[config.mk]
export PLATFORM = sky130hd
export DESIGN_NAME = pll_lock_supervisor
export DESIGN_NICKNAME = d
export VERILOG_FILES = /design/src/rtl/pll_lock_supervisor.sv
export SDC_FILE = /design/constraint.sdc
export NUM_CORES = 1
export LEC_CHECK = 0
export ABC_CLOCK_PERIOD_IN_PS = 2900
export BUFFER_PORTS_ARGS = -buffer_cell sky130_fd_sc_hd__buf_4
export CORE_ASPECT_RATIO = 1.5
export CORE_MARGIN = 2
export CORE_UTILIZATION = 40
export CTS_BUF_LIST = sky130_fd_sc_hd__clkbuf_2 sky130_fd_sc_hd__clkbuf_4 sky130_fd_sc_hd__clkbuf_8
export CTS_CLUSTER_SIZE = 14
export DETAILED_ROUTE_END_ITERATION = 8
export PLACE_DENSITY_LB_ADDON = 0.12
export SYNTH_ARGS = -nofsm -noshare
export SYNTH_HDL_FRONTEND = slang
export SYNTH_HIERARCHICAL = 1
export SYNTH_SLANG_ARGS = --single-unit
[constraint.sdc]
create_clock -name clk -period 2.9 [get_ports clk]
set_input_delay 0.58 -clock clk [delete_from_list [all_inputs] [get_ports clk]]
set_output_delay 0.58 -clock clk [all_outputs]
set_load 0.05 [all_outputs]
[src/rtl/pll_lock_supervisor.sv]
// Per-channel PLL lock supervisor: sequences PLL reset, waits for a synchronised lock,
// qualifies it for STABLE_CYC cycles, retries on timeout and counts lock losses.

module pll_lock_ch #(
    parameter int STABLE_CYC    = 1024,
    parameter int TIMEOUT_CYC   = 65536,
    parameter int RST_PULSE_CYC = 16,
    parameter int MAX_RETRY     = 3,
    parameter int CNT_W         = 8
) (
    input  logic             clk,
    input  logic             rst_n,
    input  logic             lock_in,
    input  logic             enable,
    input  logic             clr_err,
    output logic             pll_rst,
    output logic             stable,
    output logic             lost_pulse,
    output logic             fail,
    output logic [CNT_W-1:0] lost_cnt
);
    localparam int M1   = (STABLE_CYC > TIMEOUT_CYC) ? STABLE_CYC : TIMEOUT_CYC;
    localparam int MAXV = (M1 > RST_PULSE_CYC) ? M1 : RST_PULSE_CYC;
    localparam int TW   = $clog2(MAXV + 1);
    localparam int RW   = $clog2(MAX_RETRY + 1);

    localparam logic [TW-1:0] RST_LAST = TW'(RST_PULSE_CYC - 1);
    localparam logic [TW-1:0] TO_LAST  = TW'(TIMEOUT_CYC - 1);
    localparam logic [TW-1:0] ST_LAST  = TW'(STABLE_CYC - 1);
    localparam logic [RW-1:0] RETRY_LIM = RW'(MAX_RETRY);

    typedef enum logic [2:0] {
        S_DISABLED, S_RESET, S_WAIT, S_SETTLE, S_LOCKED, S_FAIL
    } state_e;

    state_e           state_q, state_d;
    logic [TW-1:0]    cnt_q, cnt_d;
    logic [RW-1:0]    retry_q, retry_d, retry_inc;
    logic [CNT_W-1:0] lost_q, lost_d;
    logic             sync1_q, sync2_q;
    logic             rst_q, rst_d, stable_q, stable_d, pulse_q, pulse_d, fail_q, fail_d;

    always_ff @(posedge clk or negedge rst_n) begin
        if (!rst_n) begin
            sync1_q  <= 1'b0;
            sync2_q  <= 1'b0;
            state_q  <= S_DISABLED;
            cnt_q    <= '0;
            retry_q  <= '0;
            lost_q   <= '0;
            rst_q    <= 1'b1;
            stable_q <= 1'b0;
            pulse_q  <= 1'b0;
            fail_q   <= 1'b0;
        end else begin
            sync1_q  <= lock_in;
            sync2_q  <= sync1_q;
            state_q  <= state_d;
            cnt_q    <= cnt_d;
            retry_q  <= retry_d;
            lost_q   <= lost_d;
            rst_q    <= rst_d;
            stable_q <= stable_d;
            pulse_q  <= pulse_d;
            fail_q   <= fail_d;
        end
    end

    // One counter serves the reset pulse, the lock timeout and the settle window.
    always_comb begin
        state_d   = state_q;
        cnt_d     = cnt_q;
        retry_d   = retry_q;
        lost_d    = lost_q;
        pulse_d   = 1'b0;
        retry_inc = retry_q + 1'b1;
        if (!enable) begin
            state_d = S_DISABLED;
        end else begin
            case (state_q)
                S_DISABLED: begin
                    state_d = S_RESET;
                    cnt_d   = '0;
                    retry_d = '0;
                end
                S_RESET: begin
                    if (cnt_q == RST_LAST) begin
                        state_d = S_WAIT;
                        cnt_d   = '0;
                    end else begin
                        cnt_d = cnt_q + 1'b1;
                    end
                end
                S_WAIT: begin
                    if (sync2_q) begin
                        state_d = S_SETTLE;
                        cnt_d   = '0;
                    end else if (cnt_q == TO_LAST) begin
                        retry_d = retry_inc;
                        cnt_d   = '0;
                        state_d = (retry_inc == RETRY_LIM) ? S_FAIL : S_RESET;
                    end else begin
                        cnt_d = cnt_q + 1'b1;
                    end
                end
                S_SETTLE: begin
                    if (!sync2_q) begin
                        state_d = S_WAIT;
                        cnt_d   = '0;
                    end else if (cnt_q == ST_LAST) begin
                        state_d = S_LOCKED;
                        retry_d = '0;
                    end else begin
                        cnt_d = cnt_q + 1'b1;
                    end
                end
                S_LOCKED: begin
                    if (!sync2_q) begin
                        state_d = S_RESET;
                        cnt_d   = '0;
                        pulse_d = 1'b1;
                        if (lost_q != '1) lost_d = lost_q + 1'b1;
                    end
                end
                S_FAIL: begin
                    if (clr_err) begin
                        state_d = S_RESET;
                        cnt_d   = '0;
                        retry_d = '0;
                    end
                end
                default: state_d = S_DISABLED;
            endcase
        end
        if (clr_err) lost_d = '0;
        rst_d    = (state_d == S_DISABLED) || (state_d == S_RESET) || (state_d == S_FAIL);
        stable_d = (state_d == S_LOCKED);
        fail_d   = (state_d == S_FAIL);
    end

    assign pll_rst    = rst_q;
    assign stable     = stable_q;
    assign lost_pulse = pulse_q;
    assign fail       = fail_q;
    assign lost_cnt   = lost_q;
endmodule

module pll_lock_supervisor #(
    parameter int NUM_CH        = 4,
    parameter int STABLE_CYC    = 1024,
    parameter int TIMEOUT_CYC   = 65536,
    parameter int RST_PULSE_CYC = 16,
    parameter int MAX_RETRY     = 3,
    parameter int CNT_W         = 8
) (
    input  logic                    clk,
    input  logic                    rst_n,
    input  logic [NUM_CH-1:0]       pll_lock_in,
    input  logic [NUM_CH-1:0]       enable,
    input  logic                    clr_err,
    output logic [NUM_CH-1:0]       pll_rst_out,
    output logic [NUM_CH-1:0]       lock_stable,
    output logic [NUM_CH-1:0]       lock_lost_pulse,
    output logic [NUM_CH-1:0]       fail,
    output logic [NUM_CH*CNT_W-1:0] lost_cnt,
    output logic                    all_stable,
    output logic                    err_any
);
    for (genvar g = 0; g < NUM_CH; g++) begin : g_ch
        pll_lock_ch #(
            .STABLE_CYC   (STABLE_CYC),
            .TIMEOUT_CYC  (TIMEOUT_CYC),
            .RST_PULSE_CYC(RST_PULSE_CYC),
            .MAX_RETRY    (MAX_RETRY),
            .CNT_W        (CNT_W)
        ) u_ch (
            .clk       (clk),
            .rst_n     (rst_n),
            .lock_in   (pll_lock_in[g]),
            .enable    (enable[g]),
            .clr_err   (clr_err),
            .pll_rst   (pll_rst_out[g]),
            .stable    (lock_stable[g]),
            .lost_pulse(lock_lost_pulse[g]),
            .fail      (fail[g]),
            .lost_cnt  (lost_cnt[g*CNT_W +: CNT_W])
        );
    end

    assign all_stable = (|enable) && ((lock_stable & enable) == enable);
    assign err_any    = |fail;
endmodule

======== After elaboration in Yosys (flattened, before gate mapping) ========
Cells that the tools add are included.
cells by class
  add/sub/neg operators ................... 12
  equality and inequality tests ........... 85
  multiplexer cells ....................... 122
  bitwise operators ....................... 1
  reductions and logical operators ........ 51
operators by type and width
  operator                                                            count
  17-bit 2-to-1 mux                                                   25
  17-bit case mux with 6 select lines                                 4
  8-bit 2-to-1 mux                                                    20
  3-bit 2-to-1 mux                                                    36
  3-bit case mux with 6 select lines                                  4
  17-bit by 1-bit adder with 17-bit output (second input constant)    4
  17-bit by 10-bit == test with 1-bit output (second input constant)  4
  17-bit by 16-bit == test with 1-bit output (second input constant)  4
  17-bit by 4-bit == test with 1-bit output (second input constant)   4
  3-bit == test (second input constant)                               16
  2-bit 2-to-1 mux                                                    17
  8-bit by 1-bit adder with 8-bit output (second input constant)      4
  2-bit != test (second input constant)                               16
  8-bit != test (second input constant)                               4
  2-bit case mux with 4 select lines                                  4
  7-bit AND reduction                                                 4
  3-bit by 1-bit == test with 1-bit output (second input constant)    8
  3-bit by 2-bit == test with 1-bit output (second input constant)    8
  3-bit logical NOT                                                   8
  2-bit by 1-bit != test with 1-bit output (second input constant)    12
  2-bit nonzero test                                                  12
  6-bit nonzero test                                                  4
  5-bit AND reduction                                                 4
  4-bit AND reduction                                                 4
  other kinds (10)                                                    41
word-level totals
  register bits ........................... 144
  bits of input ports ..................... 11
  output and inout port bits .............. 50
  logic and storage cells ................. 311

======== Longest topological paths before layout ========
Gate-level depths: netlist (run 1).
  depth after elaboration ................. 10
  gate-level depth with buffers ........... 14
  gate-level depth less buffers ........... 12

======== By module ========
The synthesis (run 1) kept the hierarchy.
by module, submodules not included
  module                           times used  cells each  area an instance (sq um)  sequential area each (sq um)
  pll_lock_ch at g_ch[1].u_ch ...  2           210         1983.2                    902.1
  pll_lock_ch at g_ch[3].u_ch      1           230         2123.3                    902.1
  pll_lock_ch at g_ch[0].u_ch      1           220         2006.9                    902.1
  pll_lock_supervisor              1           9           46.3                      0.0

======== Worst setup path before layout (run 1) ========
Ideal clock, no wire load.
  kind .................................... flip-flop to flip-flop
  start ................................... register g_ch[0].u_ch.cnt_q[0]
  end ..................................... register g_ch[0].u_ch.cnt_q[6]
  library setup time ...................... 0.128 ns
  arrival time ............................ 2.692 ns
  required time ........................... 2.772 ns
  slack ................................... 0.080 ns
  stages on the path, launching flop included .. 15
  path buffers ............................ 2
  clock period less this slack ............ 2.820 ns
  cell sequence ........................... dfrtp_1 > ha_1 > nand4_1 > or3_1 > buf_6 > nor3_1 > and3_1 > ha_1 > inv_1 > nand2_1 > a21o_1 > clkbuf_1 > a21boi_0 > o21ai_0 > o31ai_1
between the ends
  cells in the longest elaborated chain, start to end .. 4
  elaborated cells on any way between the ends .. 12
  those cells by class .................... add/sub (1); eq/ne (4); mux (6); reduce/logical (1)
ends and longest elaborated chain
  what                                                                                                           RTL line  source
  start, declared                                                                                                37        logic [TW-1:0] cnt_q, cnt_d;
  start signal, assigned                                                                                         59        cnt_q <= cnt_d;
  17-bit by 1-bit adder with 17-bit output / 17-bit by 16-bit == test with 1-bit output (equally long branches)  --
  17-bit 2-to-1 mux (on tied branches)                                                                           110, 98
  17-bit 2-to-1 mux (on tied branches)                                                                           107, 95
  17-bit case mux with 6 select lines                                                                            80        case (state_q)
Several ways; a longest one is shown, not always the timed one. The select of a mux whose other input is x is not followed.
A chain may end at the register's enable or synchronous reset.

======== Worst setup path in the final report (run 1) ========
  start ................................... register g_ch[3].u_ch.cnt_q[0]
  end ..................................... register g_ch[3].u_ch.cnt_q[12]
between the ends
  cells in the longest elaborated chain, start to end .. 4
  elaborated cells on any way between the ends .. 12
  those cells by class .................... add/sub (1); eq/ne (4); mux (6); reduce/logical (1)
ends and longest elaborated chain
  what                                                                                                           RTL line
  start, declared                                                                                                37
  start signal, assigned                                                                                         59
  17-bit by 1-bit adder with 17-bit output / 17-bit by 16-bit == test with 1-bit output (equally long branches)  --
  17-bit 2-to-1 mux (on tied branches)                                                                           110, 98
  17-bit 2-to-1 mux (on tied branches)                                                                           107, 95
  17-bit case mux with 6 select lines                                                                            80
Several ways; a longest one is shown, not always the timed one. The select of a mux whose other input is x is not followed.

==> reports/qor.txt, run 1 <==
Seq. cell area - 3610 um^2
gpl congestion - 0.868
final net count - 1012
Num CTS Buffers - 17
Top FF cell, synth - dfrtp_1
PortBufs - 60
number of synthesized flops with an enable pin - 0
GRT Total Usage - 18.8%
Simple-Gate Fraction of Synth Area - 25.0%
power share of the combinational group - 11.9%
n_diodes - 0
Sequential Power Share - 51.0%
critical path data arrival time - 3060 ps
first-pass GRT wire length - 32700 um
final hold vios - 0
VDD IR max - 0.000218 V
vias in the first global route - 6836
Sw Share - 27.7%
crit path launch type - flop
initial drt markers - 366
top layer used by detailed routing - met4
Worst Tran Pin Value - 879 ps
# IOs - 61
syn nets - 910
Multi-input gate area - 4250 um^2
TritonRoute pass-1 iters - 5
CTS tree - done
mux contribution to synthesized area - 1.83%
Starting Density - 41.0%
Synth top area share - 43.0%
Gate Count Post-Synth - 879
Final period util - 94.1%
M1 WL - 8670 um
worst setup path class - reg -> reg
xor-xnor portion of the synthesized cell area - 2.58%
WP data required - 3230 ps
Ys Warns - 6
Psw - 0.00119 W
die area - 21500 um^2
Worst Hold Class - in -> async
pwr dens - 448 nW/um^2
compound-gate portion of the synthesized area - 18.8%
clock group share of total power - 37.1%
grt ovf - 0
pin count of the biggest net entering global routing - 66
Max Slew Vio Count - 0
DP HPWL - 13700 um
largest area contributor in the netlist - dfrtp_1
outcome - completed
Bufs on Longest Clock Path - 2
Vias - 6930
dpl cell area - 9030 um^2
die width - 120 um
DR WL met3 - 605 um
maximum clock rate - 0.366 GHz
DRT Wirelength - 19600 um
Seq/Total Area, Yosys - 44.3%
Slew headroom - 40.9%
max_cap viols - 0
most numerous cell in the Yosys netlist - dfrtp_1
row count - 63
initial antenna violation count - 0
via density per instance - 5.53
Clock Pin Slew Worst Setup and Hold Paths - 80 ps
Die Ht - 179 um
Power, Total - 0.00429 W
Residual DRC - 0
Mean Syn Cell Area - 9.26 um^2
clk_skew - 12.7 ps
Finished Cell Area - 9580 um^2
Final setup viols - 0
clock sinks - 144
core area - 19900 um^2
Root Driver - clkbuf_8
commonest cells in the netlist - 140 x dfrtp_1, 86 x nand2_1, 82 x nor2_1
Max FO, Critical Path - 8
share of cells above drive strength 1 - 20.9%
#FFs+latches synth - 144
synthesized cell area - 8140 um^2
Worst-Skew Late Latency - 460 ps
P_int - 0.00310 W
fillers - 1961
area grow syn2layout - 17.7%
Avg WL per Cell - 15.6 um
Critical Path End Type - flop
met2 WL post-DR - 9930 um
Post-DRT Antenna Nets - 0
largest cells by area after synthesis - dfrtp_1 43%, nand2_1 4.0%, nor2_1 3.8%
Max H-tree Level - 4
Synth async-reset ratio - 100%
fin crit period - 2730 ps
main combinational cell family by area after synthesis - simple AND/OR/NAND/NOR gates
Synth cell types - 76
Post-Synth Adder-Cell Area - 3.07%
Leakage - 4.25 nW
[what timing repair did]
action | in CTS | in global routing
hold buffers | 0 | 0
endpoints found under the setup margin | 0 | 52
setup buffers | 0 | 11
resized for setup | 0 | 16
[placed cells by master, fill, tap and decap left out, drive strengths merged, types with 8 or more instances in the layout]
cell | synthesis | layout
a21boi | 9 | 9
o21bai | 11 | 11
nor2b | 11 | 11
a31oi | 10 | 10
inv | 39 | 39
o41ai | 10 | 10
nor3 | 24 | 24
nor4 | 12 | 12
and3 | 25 | 25
ha | 20 | 20
dfrtp | 140 | 140
xor2 | 16 | 16
nand4 | 23 | 23
nand2 | 88 | 88
or3 | 13 | 13
nand3 | 51 | 52
nand2b | 11 | 12
or4 | 9 | 9
a21oi | 45 | 45
a21o | 9 | 9
buf | 18 | 111
o31ai | 32 | 32
clkbuf | 13 | 21
nor2 | 85 | 85
xnor2 | 8 | 8
o21ai | 54 | 54
[kinds of logic (layout without fill, tap and decap cells)]
family | count (synthesis) | after routing
AOI/OAI and AO/OA | 225 | 225
and+or+nand+nor | 382 | 385
xor gates and xnor gates | 24 | 24
muxes | 14 | 14
buffers and inverters | 70 | 182
DFF | 144 | 144
adders and majority gates | 20 | 20
[critical path: stages, from the launching register on]
cell	delay, ps
dfrtp_1	400
ha_1	220
nand3_1	120
or3_4	430
nor2_1	140
and4_1	240
ha_2	210
or3_1	110
a21o_1	190
and3_4	280
a2bb2oi_1	180
o41ai_1	90
[worst paths after layout]
kind                       cells past startpoint  slack, ps                      end             startpoint
max                                           11        170   g_ch[3].u_ch/cnt_q[12]  g_ch[3].u_ch/cnt_q[0]
min reg2reg                                    0        350     g_ch[3].u_ch/sync2_q   g_ch[3].u_ch/sync1_q
min in group clk                               1        230     g_ch[1].u_ch/sync1_q         pll_lock_in[1]
min                                            1        120  g_ch[1].u_ch/retry_q[1]                  rst_n
max in group asynchronous                      2       2090     g_ch[3].u_ch/pll_rst                  rst_n
max reg2reg                                   11        170   g_ch[3].u_ch/cnt_q[12]  g_ch[3].u_ch/cnt_q[0]
[registers in the layout (all words and copies together) (netlist names)]
| register | cells |
|---|---|
| g_ch.u_ch/cnt_q | 68 |
| g_ch.u_ch/lost_cnt | 32 |
| g_ch.u_ch/state_q | 12 |
| g_ch.u_ch/retry_q | 8 |
| g_ch.u_ch/fail | 4 |
| g_ch.u_ch/lost_pulse | 4 |
| g_ch.u_ch/pll_rst | 4 |
| g_ch.u_ch/stable | 4 |
| g_ch.u_ch/sync1_q | 4 |
| g_ch.u_ch/sync2_q | 4 |
[power by group through the flow]
stage | logic (W) | registers [W] | clock network [W]
after detailed placement | 0.000487 | 0.00223 | 0
after global placement | 0.000482 | 0.00223 | 0
after floorplan | 0.000356 | 0.00219 | 0
final | 0.000511 | 0.00219 | 0.00159
after CTS | 0.000488 | 0.00219 | 0.00166
after global routing | 0.000573 | 0.00221 | 0.00173
[metal layers]
metal,vias up,GRT usage [%]
li1,3423,-
met1,3372,22.6
met4,0,6.69
met5,-,0
met3,32,4.01
met2,103,32.9
[metrics by stage]
step	worst slack, ps	hold slack, ps	util (%)	instances	TNS [ps]
after floorplan	80.0	284	-	879	0
after global placement	87.1	333	45.5	1208	0
after detailed placement	34.2	337	45.5	1208	0
after CTS	13.8	127	47.4	1240	0
after global routing	-1.77	144	48.2	1254	-1.77
final	171	123	48.2	1254	0
[layout make-up]
cell class | count | area share (%)
multi-input cells | 668 | 44.4
flip-flops and latches | 144 | 37.7
repair buffers | 111 | 9.00
well taps | 260 | 3.39
clock buffers | 21 | 2.82
inverters | 39 | 1.53
clock inverters | 11 | 1.21
Power figures use the tool's default switching activity.
==> inputs of run 2 (changes only) <==
Settings changed: ABC_CLOCK_PERIOD_IN_PS 2900 to 3000.
Clock period 2.9 ns to 3 ns, I/O delays scaled along.
==> reports/qor.txt, run 2 (synthesis gave the netlist of run 1 again) <==
outcome - completed
P_int - 0.00304 W
initial drt markers - 412
final hold vios - 0
Worst Tran Pin Value - 860 ps
power share of the combinational group - 11.2%
Post-DRT Antenna Nets - 0
initial antenna violation count - 0
CTS Hold Buffers Added - 0
maximum clock rate - 0.359 GHz
Final setup viols - 0
commonest cells after routing, fill and taps aside - 140 x dfrtp_1, 91 x buf_4, 86 x nand2_1
Fin Hold WS - 36.1 ps
row count - 63
Post-CTS Setup Inserts - 0
Starting Density - 41.0%
gpl congestion - 0.816
met2 WL post-DR - 9540 um
Largest Register - g_ch.u_ch/cnt_q
core area - 19900 um^2
FF-to-FF path depth - 11
pin count of the biggest net entering global routing - 60
Power, Total - 0.00418 W
Largest register FFs - 68
Residual DRC - 0
M1 WL - 8770 um
top layer used by detailed routing - met4
share of cells above drive strength 1 - 18.8%
first-pass GRT wire length - 32600 um
via density per instance - 5.48
clock group share of total power - 38.1%
Max Slew Vio Count - 0
PortBufs - 60
grt ovf - 0
die width - 120 um
clk_skew - 14.6 ps
Worst-Skew Late Latency - 460 ps
DR WL met3 - 640 um
WP data required - 3350 ps
final net count - 992
TritonRoute pass-1 iters - 5
CTS tree - done
Slew headroom - 42.1%
Root Driver - clkbuf_8
Max H-tree Level - 4
crit path launch type - flop
Clock Pin Slew Worst Setup and Hold Paths - 90 ps
Critical Path End Type - flop
Sw Share - 27.3%
fin crit period - 2780 ps
VDD IR max - 0.000201 V
GRT Total Usage - 18.7%
DRT Wirelength - 19200 um
Avg WL per Cell - 15.6 um
most common cell after layout, fill and taps aside - dfrtp_1
worst setup path class - reg -> reg
vias in the first global route - 6623
Worst Hold Class - in -> async
fillers - 1939
Die Ht - 179 um
# IOs - 61
DP HPWL - 13600 um
Bufs on Longest Clock Path - 2
area grow syn2layout - 15.5%
Num CTS Buffers - 17
Max FO, Critical Path - 8
n_diodes - 0
Leakage - 4.15 nW
clock sinks - 144
critical path data arrival time - 3140 ps
Sequential Power Share - 50.7%
CTS resizes - 0
Final period util - 92.8%
Vias - 6757
Psw - 0.00114 W
die area - 21500 um^2
pwr dens - 444 nW/um^2
max_cap viols - 0
[run 2: path summary, 6_finish.rpt]
path | startpoint | endpoint | slack [ps]
min reg2reg | g_ch[1].u_ch/sync1_q | g_ch[1].u_ch/sync2_q | 360
min in group clk | pll_lock_in[1] | g_ch[1].u_ch/sync1_q | 250
max reg2reg | g_ch[1].u_ch/cnt_q[6] | g_ch[1].u_ch/cnt_q[11] | 220
min | rst_n | g_ch[1].u_ch/retry_q[0] | 40
max | g_ch[1].u_ch/cnt_q[6] | g_ch[1].u_ch/cnt_q[11] | 220
max in group asynchronous | rst_n | g_ch[3].u_ch/pll_rst | 2240
[run 2: stage by stage]
| stage | utilization [%] | cells | setup TNS [ps] | cell area, um^2 | setup WS, ps |
|---|---|---|---|---|---|
| floorplan | - | 879 | 0 | 8140 | 180 |
| global placement | 45.1 | 1201 | 0 | 8970 | 197 |
| detailed placement | 45.1 | 1201 | 0 | 8970 | 130 |
| CTS | 47.2 | 1233 | 0 | 9370 | 117 |
| global route | 47.4 | 1234 | -4.96 | 9410 | -4.96 |
| finish | 47.4 | 1234 | 0 | 9410 | 217 |
[run 2: cell type report]
class / count / area (um^2) / share of cell area, %
Clock buffer: 23 / 298 / 3.17
Clock inverter: 9 / 109 / 1.16
Inverter: 39 / 146 / 1.56
Multi-Input combinational cell: 666 / 4210 / 44.7
Sequential cell: 144 / 3610 / 38.4
Tap cell: 260 / 325 / 3.46
Timing Repair Buffer: 93 / 714 / 7.60
[run 2: worst max-delay path, cell delays in order, from the launching register on]
cell and delay [ps]:
dfrtp_1 430, and3_2 220, nand4_1 130, nor2_1 90, and4_1 220, ha_1 230
or3_1 310, a21o_1 200, o211ai_1 140, nand3_2 190, buf_4 230, o41ai_1 300
[run 2: power by group through the flow]
stage	registers (W)	clock network, W	logic, W
6_report	0.00212	0.00159	0.000468
3_5_place_dp	0.00215	0	0.000465
3_3_place_gp	0.00215	0	0.000462
4_1_cts	0.00212	0.00164	0.000466
5_1_grt	0.00214	0.00172	0.000527
2_1_floorplan	0.00212	0	0.000344
[run 2: metal layers]
metal,track usage [%],up-vias
met4,6.44,0
met3,3.75,20
met5,0,-
met1,23.6,3234
met2,31.7,125
li1,-,3378
==> inputs of run 3 (changes only) <==
Settings changed: GPL_TIMING_DRIVEN from default to 0.
==> reports/qor.txt, run 3 (synthesis gave the netlist of run 1 again) <==
outcome - completed
clk_skew - 15.8 ps
Num CTS Buffers - 17
FF-to-FF path depth - 14
first-pass GRT wire length - 32800 um
Final setup viols - 0
VDD IR max - 0.000205 V
Root Driver - clkbuf_8
post-placement cell count - 1200
final core occ - 48.0%
gpl congestion - 0.827
vias in the first global route - 6672
pwr dens - 431 nW/um^2
final net count - 1000
Avg WL per Cell - 15.5 um
max_cap viols - 0
commonest cells after routing, fill and taps aside - 137 x dfrtp_1, 86 x nand2_1, 80 x nor2_1
Slew headroom - 36.5%
GRT Total Usage - 18.7%
crit path launch type - flop
Layout Cells excl Fill - 1242
Post-Place Setup Slack - -332 ps
core area - 19900 um^2
WP data required - 3320 ps
row count - 63
Final period util - 94.7%
Worst Hold Class - in -> async
PortBufs - 60
share of cells above drive strength 1 - 19.8%
Leakage - 4.17 nW
critical path data arrival time - 3160 ps
TritonRoute pass-1 iters - 4
fin crit period - 2840 ps
DRT Wirelength - 19200 um
area grow syn2layout - 17.0%
Post-DRT Antenna Nets - 0
Die Ht - 179 um
initial antenna violation count - 0
Vias - 6792
pin count of the biggest net entering global routing - 76
initial drt markers - 431
die area - 21500 um^2
Largest Register - g_ch.u_ch/cnt_q
Clock Pin Slew Worst Setup and Hold Paths - 90 ps
Critical Path End Type - flop
final hold vios - 0
Max Slew Vio Count - 0
die width - 120 um
DP HPWL - 13600 um
Worst Tran Pin Value - 943 ps
Max FO, Critical Path - 10
Largest register FFs - 68
Worst-Skew Late Latency - 450 ps
CTS tree - done
via density per instance - 5.47
Bufs on Longest Clock Path - 2
maximum clock rate - 0.352 GHz
worst setup path class - reg -> reg
Starting Density - 41.0%
Residual DRC - 0
Max H-tree Level - 4
most common cell after layout, fill and taps aside - dfrtp_1
clock sinks - 144
CTS Hold Buffers Added - 0
# IOs - 61
n_diodes - 0
worst setup margin - 159 ps
grt ovf - 0
run 3: changes by cell type in the layout (fill, tap and decap cells not counted), sizes merged:
cell	before	now
clkbuf	23	36
buf	93	92
bufinv	2	1
clkinv	3	2
clkinvlp	4	3
or2b	2	1
run 3: critical path: stages (launching register included):
cell and delay (ps):
dfrtp_1 430, ha_4 190, nand4_1 130, or3_1 410, buf_6 150, nor3_4 120
and3_4 200, ha_1 180, inv_1 60, nand2_1 60, a21o_1 190, nand2_1 110
or2b_4 260, buf_6 140, o21ai_0 100
run 3: final timing paths:
kind                                            start                     to  slack [ps]
min in group clk                       pll_lock_in[1]   g_ch[1].u_ch/sync1_q         250
worst min register to register   g_ch[1].u_ch/sync1_q   g_ch[1].u_ch/sync2_q         360
worst max register to register  g_ch[0].u_ch/cnt_q[0]  g_ch[0].u_ch/cnt_q[2]         160
max in group asynchronous                       rst_n  g_ch[3].u_ch/cnt_q[0]        2020
worst max-delay path            g_ch[0].u_ch/cnt_q[0]  g_ch[0].u_ch/cnt_q[2]         160
worst min-delay path                            rst_n   g_ch[1].u_ch/sync2_q         150
run 3: stage by stage:
step           setup TNS [ps]  area, um^2  power, W  hold slack (ps)
6_report                    0        9530   0.00411              150
5_1_grt                 -14.2        9530   0.00434              162
4_1_cts                     0        9390   0.00416              153
3_3_place_gp            -8740        8920   0.00262              335
3_5_place_dp            -8070        8950   0.00263              338
2_1_floorplan               0        8140   0.00246              304
run 3: power by group:
group | switching, W | internal (W)
logic | 0.000290 | 0.000210
registers | 0.000110 | 0.00202
clock network | 0.000721 | 0.000761
run 3: cell type report:
type,count,area (um^2)
Timing Repair Buffer,73,572
Inverter,39,146
Clock buffer,26,314
Tap cell,260,325
Clock inverter,6,62.6
Multi-Input combinational cell,665,4280
Sequential cell,144,3610
Buffer,29,216
Fill cell,1965,10300
run 3: repair_timing:
| item | 4_1_cts | 5_1_grt |
|---|---|---|
| endpoints found under the setup margin | 64 | 62 |
| resized for setup | 8 | 21 |
| setup buffers | 4 | 8 |
| pin swaps | 3 | 5 |
run 3: per-layer routing:
layer / wire, um / vias up / share of wire [%] / track usage, %
met4: 281 / 0 / 1.5 / 6.49
li1: - / 3401 / - / -
met5: 0 / - / 0 / 0
met3: 623 / 24 / 3.2 / 3.50
met2: 9710 / 111 / 50 / 32.1
met1: 8630 / 3256 / 45 / 23.5
